File: src/rtl/picorv32_soc_pkg.sv
// rtl/picorv32_soc_pkg.sv - shared SoC constants: UART register offsets, STATUS bits, FSM states
package picorv32_soc_pkg;

  localparam logic [3:0] UART_TXDATA = 4'h0;
  localparam logic [3:0] UART_STATUS = 4'h4;
  localparam logic [3:0] UART_CLKDIV = 4'h8;

  localparam int UART_STAT_FULL  = 0;
  localparam int UART_STAT_EMPTY = 1;
  localparam int UART_STAT_BUSY  = 2;

  typedef enum logic [1:0] {
    IDLE  = 2'd0,
    START = 2'd1,
    DATA  = 2'd2,
    STOP  = 2'd3
  } uart_state_t;

endpackage

File: src/rtl/picorv32_sync_fifo.sv
// rtl/picorv32_sync_fifo.sv - synchronous FIFO with registered full/empty and fall-through read
module picorv32_sync_fifo #(
  parameter int WIDTH = 8,
  parameter int DEPTH = 8
) (
  input  logic             clk,
  input  logic             reset,
  input  logic             push_i,
  input  logic [WIDTH-1:0] wdata_i,
  input  logic             pop_i,
  output logic [WIDTH-1:0] rdata_o,
  output logic             full_o,
  output logic             empty_o
);

  localparam int AW = $clog2(DEPTH);

  logic [WIDTH-1:0] mem_q [DEPTH];
  logic [AW-1:0]    wr_ptr_q, wr_ptr_d;
  logic [AW-1:0]    rd_ptr_q, rd_ptr_d;
  logic [AW:0]      count_q, count_d;
  logic             full_q, full_d;
  logic             empty_q, empty_d;
  logic             do_push, do_pop;

  // A push into a full FIFO is only legal when a pop frees the slot in the same cycle.
  assign do_pop  = pop_i && !empty_q;
  assign do_push = push_i && (!full_q || do_pop);

  always_comb begin
    wr_ptr_d = wr_ptr_q;
    rd_ptr_d = rd_ptr_q;
    count_d  = count_q;
    if (do_push) wr_ptr_d = wr_ptr_q + AW'(1);
    if (do_pop)  rd_ptr_d = rd_ptr_q + AW'(1);
    case ({do_push, do_pop})
      2'b10:   count_d = count_q + (AW+1)'(1);
      2'b01:   count_d = count_q - (AW+1)'(1);
      default: count_d = count_q;
    endcase
    full_d  = (count_d == (AW+1)'(DEPTH));
    empty_d = (count_d == '0);
  end

  always_ff @(posedge clk) begin
    if (reset) begin
      wr_ptr_q <= '0;
      rd_ptr_q <= '0;
      count_q  <= '0;
      full_q   <= 1'b0;
      empty_q  <= 1'b1;
    end else begin
      wr_ptr_q <= wr_ptr_d;
      rd_ptr_q <= rd_ptr_d;
      count_q  <= count_d;
      full_q   <= full_d;
      empty_q  <= empty_d;
    end
  end

  always_ff @(posedge clk) begin
    if (do_push) mem_q[wr_ptr_q] <= wdata_i;
  end

  assign rdata_o = mem_q[rd_ptr_q];
  assign full_o  = full_q;
  assign empty_o = empty_q;

endmodule

File: src/rtl/picorv32_uart_tx.sv
// rtl/picorv32_uart_tx.sv - memory-mapped 8N1 UART transmitter on the PicoRV32 native bus
module picorv32_uart_tx
  import picorv32_soc_pkg::*;
#(
  parameter logic [31:0] BASE_ADDR   = 32'h0200_0000,
  parameter int          FIFO_DEPTH  = 8,
  parameter logic [15:0] DEFAULT_DIV = 16'd867
) (
  input  logic        clk,
  input  logic        reset,
  input  logic        mem_valid,
  input  logic [31:0] mem_addr,
  input  logic [31:0] mem_wdata,
  input  logic [3:0]  mem_wstrb,
  output logic        sel,
  output logic        mem_ready,
  output logic [31:0] mem_rdata,
  output logic        tx,
  output logic        irq_empty
);

  uart_state_t state_q, state_d;
  logic [15:0] cnt_q, cnt_d;
  logic [15:0] clkdiv_q, clkdiv_d;
  logic [2:0]  bit_q, bit_d;
  logic [7:0]  shift_q, shift_d;
  logic        tx_q, tx_d;
  logic        mem_ready_q, mem_ready_d;
  logic        done_q, done_d;

  logic [3:0]  reg_off;
  logic        txdata_wr, clkdiv_wr;
  logic        fifo_push, fifo_pop, fifo_full, fifo_empty;
  logic [7:0]  fifo_rdata;
  logic        busy;
  logic        unused_bits;

  assign unused_bits = ^{mem_addr[1:0], mem_wdata[31:16]};

  assign sel     = mem_valid && (mem_addr[31:4] == BASE_ADDR[31:4]);
  assign reg_off = {mem_addr[3:2], 2'b00};
  assign busy    = (state_q != IDLE);

  // done_q marks a request already acknowledged so a held mem_valid is not acked twice.
  always_comb begin
    txdata_wr   = sel && mem_wstrb[0] && (reg_off == UART_TXDATA);
    clkdiv_wr   = sel && mem_wstrb[0] && (reg_off == UART_CLKDIV);
    mem_ready_d = sel && !done_q && !mem_ready_q && !(txdata_wr && fifo_full);
    done_d      = (mem_ready_q || done_q) && mem_valid;
    fifo_push   = mem_ready_q && txdata_wr;
    clkdiv_d    = (mem_ready_q && clkdiv_wr) ? mem_wdata[15:0] : clkdiv_q;
  end

  always_comb begin
    mem_rdata = '0;
    if (mem_ready_q && sel && (mem_wstrb == 4'b0000)) begin
      case (reg_off)
        UART_STATUS: begin
          mem_rdata[UART_STAT_FULL]  = fifo_full;
          mem_rdata[UART_STAT_EMPTY] = fifo_empty;
          mem_rdata[UART_STAT_BUSY]  = busy;
        end
        UART_CLKDIV: mem_rdata[15:0] = clkdiv_q;
        default:     mem_rdata = '0;
      endcase
    end
  end

  // The bit counter reloads from clkdiv_q only at bit boundaries, so a new divisor lands cleanly.
  always_comb begin
    state_d  = state_q;
    cnt_d    = cnt_q;
    bit_d    = bit_q;
    shift_d  = shift_q;
    fifo_pop = 1'b0;
    case (state_q)
      IDLE: begin
        if (!fifo_empty) begin
          fifo_pop = 1'b1;
          shift_d  = fifo_rdata;
          cnt_d    = clkdiv_q;
          state_d  = START;
        end
      end
      START: begin
        if (cnt_q == '0) begin
          cnt_d   = clkdiv_q;
          bit_d   = '0;
          state_d = DATA;
        end else begin
          cnt_d = cnt_q - 16'd1;
        end
      end
      DATA: begin
        if (cnt_q == '0) begin
          cnt_d   = clkdiv_q;
          shift_d = {1'b0, shift_q[7:1]};
          bit_d   = bit_q + 3'd1;
          if (bit_q == 3'd7) state_d = STOP;
        end else begin
          cnt_d = cnt_q - 16'd1;
        end
      end
      STOP: begin
        if (cnt_q == '0) begin
          if (!fifo_empty) begin
            fifo_pop = 1'b1;
            shift_d  = fifo_rdata;
            cnt_d    = clkdiv_q;
            state_d  = START;
          end else begin
            state_d = IDLE;
          end
        end else begin
          cnt_d = cnt_q - 16'd1;
        end
      end
      default: state_d = IDLE;
    endcase
    case (state_d)
      START:   tx_d = 1'b0;
      DATA:    tx_d = shift_d[0];
      default: tx_d = 1'b1;
    endcase
  end

  always_ff @(posedge clk) begin
    if (reset) begin
      state_q     <= IDLE;
      cnt_q       <= '0;
      bit_q       <= '0;
      shift_q     <= '0;
      tx_q        <= 1'b1;
      clkdiv_q    <= DEFAULT_DIV;
      mem_ready_q <= 1'b0;
      done_q      <= 1'b0;
    end else begin
      state_q     <= state_d;
      cnt_q       <= cnt_d;
      bit_q       <= bit_d;
      shift_q     <= shift_d;
      tx_q        <= tx_d;
      clkdiv_q    <= clkdiv_d;
      mem_ready_q <= mem_ready_d;
      done_q      <= done_d;
    end
  end

  picorv32_sync_fifo #(
    .WIDTH(8),
    .DEPTH(FIFO_DEPTH)
  ) u_fifo (
    .clk    (clk),
    .reset  (reset),
    .push_i (fifo_push),
    .wdata_i(mem_wdata[7:0]),
    .pop_i  (fifo_pop),
    .rdata_o(fifo_rdata),
    .full_o (fifo_full),
    .empty_o(fifo_empty)
  );

  assign mem_ready = mem_ready_q;
  assign tx        = tx_q;
  assign irq_empty = fifo_empty && !busy;

endmodule

File: config.mk
export PLATFORM = sky130hd
export DESIGN_NAME = picorv32_uart_tx
export DESIGN_NICKNAME = d
export VERILOG_FILES = /design/src/rtl/picorv32_soc_pkg.sv /design/src/rtl/picorv32_sync_fifo.sv /design/src/rtl/picorv32_uart_tx.sv
export SDC_FILE = /design/constraint.sdc
export NUM_CORES = 1
export LEC_CHECK = 0
export ABC_AREA = 1
export BUFFER_PORTS_ARGS = -buffer_cell sky130_fd_sc_hd__clkbuf_2
export CAP_MARGIN = 10
export CORE_MARGIN = 10
export CORE_UTILIZATION = 30
export CTS_CLUSTER_SIZE = 10
export DETAILED_ROUTE_END_ITERATION = 10
export SLEW_MARGIN = 5
export SYNTH_ARGS = -nofsm -noshare
export SYNTH_HDL_FRONTEND = slang
export SYNTH_SLANG_ARGS = --single-unit
export TNS_END_PERCENT = 5
File: constraint.sdc
create_clock -name clk -period 3.95 [get_ports clk]
set_input_delay 0.79 -clock clk [delete_from_list [all_inputs] [get_ports clk]]
set_output_delay 0.79 -clock clk [all_outputs]
set_load 0.005 [all_outputs]
======== Word-level counts from Yosys, hierarchy flattened ========
Memory sizes are Yosys's and may differ from the RTL's. A register that Yosys moved wholly into a read port is not among the register bits.
Index checks and enable logic that the tools add are counted.
word-level totals
  register bits after elaboration ......... 60
  memories ................................ 1
  bits of input ports ..................... 71
  memory bits (writable) .................. 64
cells by class
  reduce and logical (&&, ||, !) cells .... 35
  eq/ne operators ......................... 15
  mux-type cells .......................... 30
  add/sub/neg operators ................... 6
memories
  name          words  bits a word  rd ports  clocked after memory_dff  write ports  RTL line                  RTL
  u_fifo.mem_q  8      8            1         1                         1            picorv32_sync_fifo.sv:18  logic [WIDTH-1:0] mem_q [DEPTH];
operators with widths
  cell                                                   count
  two-way mux 16 bit                                     4
  case mux 16 bit (3 select lines)                       1
  equality test 28 x 22 -> 1 bit, second input constant  1
  two-way mux 8 bit                                      3
  case mux 8 bit (3 select lines)                        1
  logical AND 1 bit                                      16
  zero test 16 bit                                       1
  subtractor 16 x 1 -> 16 bit, second input constant     1
  two-way mux 13 bit                                     1
  zero test 4 bit                                        3
  two-way mux 3 bit                                      4
  case mux 3 bit (2 select lines)                        2
  equality test 2 bit, second input constant             5
  two-way mux 2 bit                                      5
  adder 3 x 1 -> 3 bit, second input constant            3
  equality test 2 x 1 -> 1 bit, second input constant    4
  case mux 2 bit (4 select lines)                        1
  case mux 4 bit (2 select lines)                        1
  zero test 1 bit                                        6
  inequality test 2 bit, second input constant           3
  AND reduction 3 bit                                    2
  two-way mux 1 bit                                      5
  adder 4 x 1 -> 4 bit, second input constant            1
  equality test 4 bit, second input constant             1
  other kinds (8)                                        11

======== Longest topological paths before layout ========
Gate-level depths: netlist of run 1.
  depth in word-level cells ............... 9
  mapped depth ............................ 22
  gate-level depth less buffers ........... 22

======== By module ========
From an unflattened synthesis of run 1, not the netlist that was laid out.
unflattened totals
  cells, all modules ...................... 872
  area total of the unflattened synthesis .. 6934.2 µm²
by module, submodules not included
  module              area each (µm²)  instances  cells an instance  sequential area each (µm²)
  picorv32_uart_tx    3704.8           1          584                960.9
  picorv32_sync_fifo  3229.3           1          288                2222.1

======== Worst setup path before layout of run 1 ========
No wires, ideal clock.
  path kind ............................... input to register
  start point ............................. in mem_addr[5]
  end point ............................... reg u_fifo.empty_q (netlist: u_fifo.empty_o)
  data arrival time ....................... 2.846 ns
  data required time ...................... 3.841 ns
  path slack .............................. 0.995 ns
  stages .................................. 19
  library setup time ...................... 0.109 ns
  cell sequence ........................... or2_1 nor2_1 nand2_1 nor2_4 nand3_2 nor2_4 nand2_4 ha_1 nor2_1 nor2_1 ha_1 a21oi_1 a21oi_1 o21ai_0 o21ai_0 nand3_1 nand2_1 nand2_1 inv_1
on the way
  cells in the longest elaborated chain, start to end .. 9
RTL lines
  what                                                                        RTL line                  RTL
  from (decl)                                                                 picorv32_uart_tx.sv:12    input logic [31:0] mem_addr,
  equality test 28 x 22 -> 1 bit *                                            picorv32_uart_tx.sv:40    assign sel = mem_valid && (mem_addr[31:4] == BASE_ADDR[31:4]);
  logical AND 1 bit *                                                         picorv32_uart_tx.sv:40
  named net sel                                                               picorv32_uart_tx.sv:15    output logic sel,
  logical AND 1 bit * (2 in series)                                           picorv32_uart_tx.sv:46    txdata_wr = sel && mem_wstrb[0] && (reg_off == UART_TXDATA);
  logical AND 1 bit *                                                         picorv32_uart_tx.sv:50    fifo_push = mem_ready_q && txdata_wr;
  logical AND 1 bit *                                                         picorv32_sync_fifo.sv:28  assign do_push = push_i && (!full_q || do_pop);
  equality test 2 x 1 -> 1 bit / equality test 2 bit (equally long branches)  picorv32_sync_fifo.sv:36  case ({do_push, do_pop})
  case mux 4 bit (2 select lines) *                                           picorv32_sync_fifo.sv:36
  zero test 4 bit *                                                           picorv32_sync_fifo.sv:42  empty_d = (count_d == '0);
  to (signal assigned)                                                        picorv32_sync_fifo.sv:57  empty_q <= empty_d;
  to (decl)                                                                   picorv32_sync_fifo.sv:23  logic empty_q, empty_d;
Mark *: on every way through the listed nets, which the timed path passes. The rest lies on a longest branch.
A chain may end at the register's enable or synchronous reset.

======== Worst setup path after layout of run 1 ========
  start point ............................. in mem_wstrb[1]
  end point ............................... out mem_rdata[12]
on the way
  cells in the longest elaborated chain, start to end .. 3
RTL lines
  what                RTL line                RTL
  from (decl)         picorv32_uart_tx.sv:14  input logic [3:0] mem_wstrb,
  zero test 4 bit     picorv32_uart_tx.sv:56  if (mem_ready_q && sel && (mem_wstrb == 4'b0000)) begin
  logical AND 1 bit   picorv32_uart_tx.sv:56
  two-way mux 16 bit  picorv32_uart_tx.sv:56
  to (decl)           picorv32_uart_tx.sv:17  output logic [31:0] mem_rdata,
No other way between the ends.

==> reports/qor.log, run 1 <==
INFO  yosys          synth_enable_flop_cells=64
INFO  route          drt_pass1_iterations=5
INFO  clock_tree     numClockSinks=127
INFO  yosys          yosys-top-cells-area=edfxtp_1, dfxtp_1, nand2_1
INFO  die            die_h=171.0um
INFO  route          post_drt_wl_per_cell=13.91um
INFO  route          drt_drc_violations_left=0
INFO  cells_and_area filler_cell_count_in_the_final_layout=2315
INFO  route          via_to_cell_ratio=4.696
INFO  yosys          synth-seq-area-share=0.4654
INFO  sta            final_layout_setup_total_negative_slack=0ns
INFO  placement      gp_congestion=0.8456
INFO  yosys          yosys_register_bits=127
INFO  sta            final_number_of_hold_violating_endpoints=0
INFO  power          power.share.combinational=0.233
INFO  sta            rsz0062_at_grt=no
INFO  critical_path  crit_path_end_kind=output port
INFO  sta            fin_crit_sh=0.7995
INFO  grt            via_count_of_the_first_global_routing_pass=5457
INFO  yosys          synth_top_area_share=0.2810
INFO  route          vias_after_detailed_routing=5738
INFO  power          clock_power_share=0.386
INFO  route          wirelength=16.99mm
INFO  critical_path  worstPathCellList=clkbuf_2 -> or2_2 -> nor4_1 -> nand2_1 -> nor3_1 -> clkbuf_2
INFO  sta            max_slew.worst_pin.slew=0.7516ns
INFO  clock_tree     worst_setup_hold_path_clk_slew=0.05ns
INFO  die            rows=55
INFO  clock_tree     worst_skew_pair.late_latency=0.43ns
INFO  die            floorplan.die_area=29240um2
INFO  sta            slew_headroom=0.4984
INFO  grt            grt_pass1_wl=28.08mm
INFO  power          cellLeakagePower=3.426nW
INFO  yosys          synthArstFlopShare=0
INFO  clock_tree     post_cts_hold_buffer_count=0
INFO  yosys          dominantRegCellSynth=edfxtp_1
INFO  sta            setup_viol=0
INFO  critical_path  critPathArrivalTime=2.37ns
INFO  die            ios=107
INFO  clock_tree     ctsRootBufferMaster=clkbuf_16
INFO  grt            gr-usage-all-layers=0.1198
INFO  clock_tree     postCtsResizedCells=0
INFO  power          p_switching=1.244mW
INFO  power          seq_power_share=0.382
INFO  power          peakVddDrop=358.9uV
INFO  yosys          syn_inst=852
INFO  hold_path      hold_end=bit_q[1]
INFO  clock_tree     post_cts_buffers=0
INFO  critical_path  criticalPathCategory=primary input to output port
INFO  power          pwr_density_cell=472.8nW/um2
INFO  cells_and_area multi_input_comb_area=3047um2
INFO  route          postRouteAntennaNets=0
INFO  placement      place_worst_setup_slack=0.5477ns
INFO  critical_path  setup.worst_path.start_class=primary input
INFO  clock_tree     clock_tree_from_tritoncts=yes
INFO  critical_path  critPathSlowestCell=nand2_1
INFO  critical_path  rr_worst_depth=21
INFO  critical_path  r2r_slack=1.02ns
INFO  critical_path  worst_path_largest_cell_delay=0.41ns
INFO  clock_tree     cts-buffers-inserted=17
INFO  cells_and_area post_route_cells_drive_above_1_share=0.1708
INFO  grt            antenna_found_initial=0
INFO  sta            clock.fmax=316.6MHz
INFO  sta            finalClockSkew=0.01044ns
INFO  critical_path  path_max_fanout=13
INFO  yosys          netlist_area=6839um2
INFO  yosys          synthesis.yosys.warnings=0
INFO  die            placeableCoreArea=22500um2
INFO  sta            timing.final.ws_setup=0.7919ns
INFO  yosys          synth.most_common_cell=nand2_1
INFO  grt            grt_remaining_overflow=0
INFO  sta            finalMaxSlewViolations=0
INFO  yosys          synth_top_cells_by_count=nand2_1, nor2_1, inv_1, o21ai_0, edfxtp_1
INFO  yosys          netlist-cell-type-count=50
INFO  cells_and_area areaGrowthSynthToFinish=16.92%
INFO  yosys          avgSynthCellArea=8.027um2
INFO  die            fp.dieW=171.0um
INFO  critical_path  r2r_end=u_fifo.empty_o
INFO  grt            grt_max_degree=46
INFO  cells_and_area sequential_cell_area=3183um2
INFO  job            maxCapViolCount=0
INFO  clock_tree     cts_max_level=4
INFO  sta            finalCriticalPeriod=3.158ns
INFO  die            starting_utilization_of_the_core_area=0.3039
INFO  placement      portBuffers=72
INFO  critical_path  required=3.16ns
INFO  hold_path      min_path_type=register to register
INFO  run_status     run_status=completed
INFO  hold_path      hold-path-cell-count=2
INFO  power          cellInternalPower=2.537mW
INFO  critical_path  regToRegStartpoint=cnt_q[0]
INFO  yosys          synth_area_leader_cell=edfxtp_1
INFO  clock_tree     clock_tree.buffer_depth=2
INFO  placement      dp_hpwl=11.92mm
INFO  cells_and_area diodes=0
INFO  cells_and_area postLayoutCoreUtil=0.3554
INFO  power          power.switching_fraction=0.3290
INFO  hold_path      hp_start=bit_q[1]
INFO  route          drt_iter0_markers=381
INFO  critical_path  crit_top_cell=clkbuf_2
INFO  cells_and_area layout.nets=1011
-- cell usage in the layout, fill, tap and decap left out, types with 4 or more instances in the layout --
cell type and n:
clkbuf_16 17, a211oi_1 10, a22oi_1 6, nand2_1 192, xor2_1 6, clkinvlp_4 5, o22ai_1 14, nand4_1 8
a21oi_1 40, o21ai_1 4, nand2_2 5, inv_1 96, ha_1 16, nor3_1 15, nor2_1 97, buf_4 16
nand3_2 5, edfxtp_1 64, nand3_1 28, o211ai_1 8, dfxtp_1 63, or2_2 4, o21ai_0 76, conb_1 16
nor2_2 6, nor2_4 5, clkbuf_2 72
-- layer usage --
| metal | vias to the layer above | track usage | routed length (um) |
|---|---|---|---|
| met5 | - | 0 | 0 |
| met4 | 0 | 0.04121 | 253 |
| met3 | 20 | 0.03479 | 963 |
| met2 | 138 | 0.1895 | 7766 |
| met1 | 2646 | 0.1524 | 8009 |
| li1 | 2934 | - | - |
-- cells by family (layout without fill, tap and decap cells) --
kind of cell,Yosys count,in the layout,share of synthesized area
buf+inv,151,221,0.09733
xor+xnor,9,9,0.01153
flops,127,127,0.4654
mux,1,1,0.001464
simple gates,381,381,0.2543
compound gates,166,166,0.1401
fa+ha+maj,16,16,0.02927
other cells,1,16,0.0005483
-- flip-flops by register name, summed over array words and instances (netlist names), named ones only --
signal	cells
shift_q	8
tx	1
u_fifo.empty_o	1
u_fifo.count_q	4
mem_ready	1
u_fifo.rd_ptr_q	3
u_fifo.mem_q	64
u_fifo.full_o	1
u_fifo.wr_ptr_q	3
clkdiv_q	16
bit_q	3
state_q	2
done_q	1
cnt_q	16
-- stage by stage --
| step | cell area, um2 | instances | power, mW | hold slack (ns) |
|---|---|---|---|---|
| 2_1_floorplan | 6895 | 867 | 2.206 | 0.4366 |
| 3_3_place_gp | 7447 | 1190 | 2.348 | 0.4558 |
| 3_5_place_dp | 7447 | 1190 | 2.357 | 0.4602 |
| 4_1_cts | 7996 | 1222 | 3.819 | 0.4690 |
| 5_1_grt | 7996 | 1222 | 3.996 | 0.5012 |
| 6_report | 7996 | 1222 | 3.781 | 0.4665 |
-- power groups by stage --
stage / combinational, mW / clock, mW / sequential, mW
global route: 1.01 / 1.54 / 1.45
CTS: 0.889 / 1.49 / 1.44
finish: 0.880 / 1.46 / 1.44
floorplan: 0.744 / 0 / 1.46
detailed placement: 0.887 / 0 / 1.47
global placement: 0.877 / 0 / 1.47
-- layout make-up --
| cell class | instances | share of cell area |
|---|---|---|
| sequential | 127 | 0.3981 |
| multi-input combinational | 589 | 0.3810 |
| timing repair buffer | 88 | 0.06008 |
| clock buffer | 19 | 0.05414 |
| inverter | 101 | 0.04757 |
| tap | 285 | 0.04459 |
| clock inverter | 13 | 0.01455 |
-- how the worst max path moves through the flow --
stage | from | endpoint | slack [ns] | depth (start not counted)
final | mem_wstrb[1] | mem_rdata[12] | 0.79 | 6
after global routing | mem_addr[15] | mem_rdata[12] | 0.57 | 9
after CTS | mem_addr[15] | mem_rdata[12] | 0.76 | 9
after detailed placement | mem_addr[15] | u_fifo.empty_o | 0.55 | 22
after global placement | mem_addr[17] | u_fifo.empty_o | 0.59 | 21
after floorplan | mem_addr[5] | u_fifo.empty_o | 1.0 | 19
-- critical path, delay by kind of cell --
family,cells,cell delay (ns)
AND/OR/NAND/NOR,4,1.33
buffers and inverters,2,0.24
No activity file was read; power rests on OpenSTA's default activity.
==> run 2: changes to the inputs <==
--- a/config.mk
+++ b/config.mk
@@ -5,7 +5,7 @@
 export SDC_FILE = /design/constraint.sdc
 export NUM_CORES = 1
 export LEC_CHECK = 0
-export ABC_AREA = 1
+export ABC_AREA = 0
 export BUFFER_PORTS_ARGS = -buffer_cell sky130_fd_sc_hd__clkbuf_2
 export CAP_MARGIN = 10
 export CORE_MARGIN = 10
==> constraint.sdc (replaced) <==
create_clock -name clk -period 3.2 [get_ports clk]
set_input_delay 0.64 -clock clk [delete_from_list [all_inputs] [get_ports clk]]
set_output_delay 0.64 -clock clk [all_outputs]
set_load 0.005 [all_outputs]
==> run 2 against run 1 <==
  * Non-clock buffer count up 18
  * Final area is 1.8% lower
  * Sequential share of layout area increased by 0.77 points
  * Register-to-register slack got worse by 0.75 ns
  * Combinational power increased to 2.9 times the previous value
  * Synthesized area down 5.4%
  * Clock skew rose by 0.0011 ns
  * Utilization up 1.7 points
  * Count of clock-buffer cells in the layout fell by 2
  * Die area fell by 4.8%
  * Setup slack got worse by 0.52 ns
  * Critical path type is now register to register
  * Critical endpoint is now u_fifo.full_o
==> reports/qor.log, run 2 <==
INFO  route          post_drt_wl_per_cell=16.83um
INFO  yosys          yosys_register_bits=127
INFO  clock_tree     worst_setup_hold_path_clk_slew=0.06ns
INFO  clock_tree     clock_tree.buffer_depth=2
INFO  die            die_h=166.8um
INFO  cells_and_area sequential_cell_area=3186um2
INFO  sta            slew_headroom=0.4782
INFO  hold_path      min_path_type=primary input to register
INFO  cells_and_area registers.top_by_ff_count=u_fifo.mem_q
INFO  die            ios=107
INFO  clock_tree     worst_skew_pair.late_latency=0.42ns
INFO  placement      place_worst_setup_slack=-0.08486ns
INFO  route          drt_drc_violations_left=0
INFO  power          peakVddDrop=887.4uV
INFO  die            placeableCoreArea=21090um2
INFO  cells_and_area layout.cells.most_common_list=clkbuf_2, edfxtp_1, dfxtp_1
INFO  yosys          synth_area_leader_cell=edfxtp_1
INFO  sta            final.hold.worst_slack=0.4174ns
INFO  critical_path  setup.worst_path.start_class=register
INFO  critical_path  crit_path_end_kind=register
INFO  route          drt_pass1_iterations=5
INFO  power          cellLeakagePower=2.966nW
INFO  critical_path  rr_worst_depth=12
INFO  die            starting_utilization_of_the_core_area=0.3067
INFO  sta            final_layout_setup_total_negative_slack=0ns
INFO  cells_and_area top_registers=u_fifo.mem_q x64, clkdiv_q x16, cnt_q x16
INFO  yosys          synth-seq-area-share=0.4922
INFO  cells_and_area post_route_cells_drive_above_1_share=0.2642
INFO  run_status     run_status=completed
INFO  hold_path      hold-path-cell-count=2
INFO  critical_path  r2r_slack=0.27ns
INFO  critical_path  critPathArrivalTime=3.26ns
INFO  sta            finalClockSkew=0.01156ns
INFO  cells_and_area areaGrowthSynthToFinish=21.38%
INFO  clock_tree     post_cts_buffers=0
INFO  yosys          synth_top_area_share=0.2972
INFO  cells_and_area diodes=0
INFO  sta            fin_crit_sh=0.9152
INFO  hold_path      hold_end=clkdiv_q[8]
INFO  clock_tree     cts_max_level=4
INFO  placement      dp_hpwl=11.36mm
INFO  sta            rsz0062_at_grt=no
INFO  die            floorplan.die_area=27830um2
INFO  cells_and_area filler_cell_count_in_the_final_layout=2112
INFO  grt            grt_pass1_wl=26.66mm
INFO  critical_path  required=3.53ns
INFO  route          wirelength=16.22mm
INFO  job            maxCapViolCount=0
INFO  grt            via_count_of_the_first_global_routing_pass=4924
INFO  sta            clock.fmax=341.4MHz
INFO  route          postRouteAntennaNets=0
INFO  cells_and_area largest_reg_flops=64
INFO  yosys          syn_inst=584
INFO  yosys          yosys-top-cells-area=edfxtp_1, dfxtp_1, mux4_2
INFO  route          vias_after_detailed_routing=4878
INFO  sta            finalCriticalPeriod=2.929ns
INFO  yosys          synth_top_cells_by_count=edfxtp_1, dfxtp_1, nor2_1, a21oi_1, mux2i_1
INFO  cells_and_area final_common_cell=clkbuf_2
INFO  power          pwr_density_cell=812.8nW/um2
INFO  yosys          netlist_area=6467um2
INFO  yosys          synth_enable_flop_cells=64
INFO  placement      gp_congestion=0.8072
INFO  critical_path  regToRegStartpoint=cnt_q[11]
INFO  clock_tree     numClockSinks=127
INFO  placement      portBuffers=72
INFO  cells_and_area layout.nets=763
INFO  clock_tree     ctsRootBufferMaster=clkbuf_16
INFO  sta            setup_viol=0
INFO  yosys          synth.most_common_cell=edfxtp_1
INFO  clock_tree     post_cts_hold_buffer_count=0
INFO  critical_path  path_max_fanout=5
INFO  yosys          avgSynthCellArea=11.07um2
INFO  sta            timing.final.ws_setup=0.2713ns
INFO  critical_path  criticalPathCategory=register to register
INFO  die            rows=53
INFO  grt            grt_max_degree=38
INFO  die            fp.dieW=166.8um
INFO  yosys          dominantRegCellSynth=edfxtp_1
INFO  clock_tree     clock_tree_from_tritoncts=yes
INFO  yosys          synthesis.yosys.warnings=0
INFO  grt            grt_remaining_overflow=0
INFO  route          drt_iter0_markers=364
INFO  grt            antenna_found_initial=0
INFO  critical_path  r2r_end=u_fifo.full_o
INFO  yosys          synthArstFlopShare=0
INFO  clock_tree     cts-buffers-inserted=17
INFO  sta            finalMaxSlewViolations=0
INFO  route          via_to_cell_ratio=5.060
INFO  cells_and_area multi_input_comb_area=3060um2
INFO  sta            max_slew.worst_pin.slew=0.7816ns
INFO  grt            gr-usage-all-layers=0.1171
INFO  yosys          netlist-cell-type-count=69
INFO  sta            final_number_of_hold_violating_endpoints=0
INFO  hold_path      hp_start=mem_wdata[8]
==> run 2: cell count changes in the layout (fill, tap and decap cells not counted), moves of 19 or more <==
cell | before | now
nand2_1 | 192 | 22
mux2i_1 | 1 | 30
nor2_1 | 97 | 49
inv_1 | 96 | 14
o21ai_0 | 76 | 19
and2_1 | 0 | 19
==> run 2: logic make-up (layout without fill, tap and decap cells) <==
group,Yosys count,in the layout,synth area share
AND/OR/NAND/NOR,182,182,0.1584
AO/OA/AOI/OAI,129,129,0.1368
flip-flops,127,127,0.4922
buffers and inverters,63,153,0.04914
multiplexers,53,53,0.1143
adder cells (fa/ha/maj),16,16,0.03095
XOR/XNOR,13,13,0.01761
other,1,16,0.0005798
==> run 2: routing by layer <==
layer	GRT usage	share of wire	vias to the layer above	routed length, um
met5	0	0	-	0
met4	0.03971	0.0098	0	159
met3	0.03365	0.055	6	887
met2	0.1794	0.46	137	7532
met1	0.1545	0.47	2360	7643
li1	-	-	2375	-
==> run 2: worst max path at each step <==
| stage | end | slack [ns] | startpoint |
|---|---|---|---|
| 2_1_floorplan | u_fifo.full_o | 0.06 | state_q[0] |
| 3_3_place_gp | u_fifo.full_o | -0.02 | mem_addr[20] |
| 3_5_place_dp | u_fifo.full_o | -0.08 | mem_addr[20] |
| 4_1_cts | u_fifo.full_o | 0.04 | cnt_q[0] |
| 5_1_grt | u_fifo.full_o | 0.02 | cnt_q[0] |
| 6_report | u_fifo.full_o | 0.27 | cnt_q[11] |
==> run 2: per-stage QoR <==
step                      instance area [um2]    util  power [mW]  cells
after CTS                                7830  0.3713       6.388    964
after global routing                     7850  0.3723       6.777    964
after floorplan                          6524       -       3.806    599
after global placement                   7242  0.3434       4.410    932
final                                    7850  0.3723       6.381    964
after detailed placement                 7242  0.3434       4.446    932
==> run 2: repair_timing <==
| item | CTS | global route |
|---|---|---|
| resized for setup | 0 | 7 |
| setup endpoints to repair | 0 | 3 |
| endpoints found under the hold margin | 0 | 0 |
==> run 2: report_power, final <==
part / switching [mW] / internal (mW)
Combinational: 1.62 / 0.949
Sequential: 0.0938 / 1.79
Clock: 0.817 / 1.11
==> run 2: critical path: stages (launching register included) <==
cell	delay (ns)
dfxtp_1	0.33
nor4_2	0.51
and4_1	0.34
a21boi_2	0.09
nor2_1	0.20
ha_2	0.27
xor2_1	0.08
ha_1	0.18
a21oi_1	0.15
xor2_1	0.16
nor2_1	0.07
xnor2_1	0.24
nor4bb_1	0.21
==> run 2: layout make-up <==
cell class | count | area share
clock buffer | 17 | 0.05419
sequential | 127 | 0.4058
tap | 275 | 0.04383
clock inverter | 15 | 0.02072
timing repair buffer | 106 | 0.07842
inverter | 15 | 0.007172
multi-input combinational | 409 | 0.3899
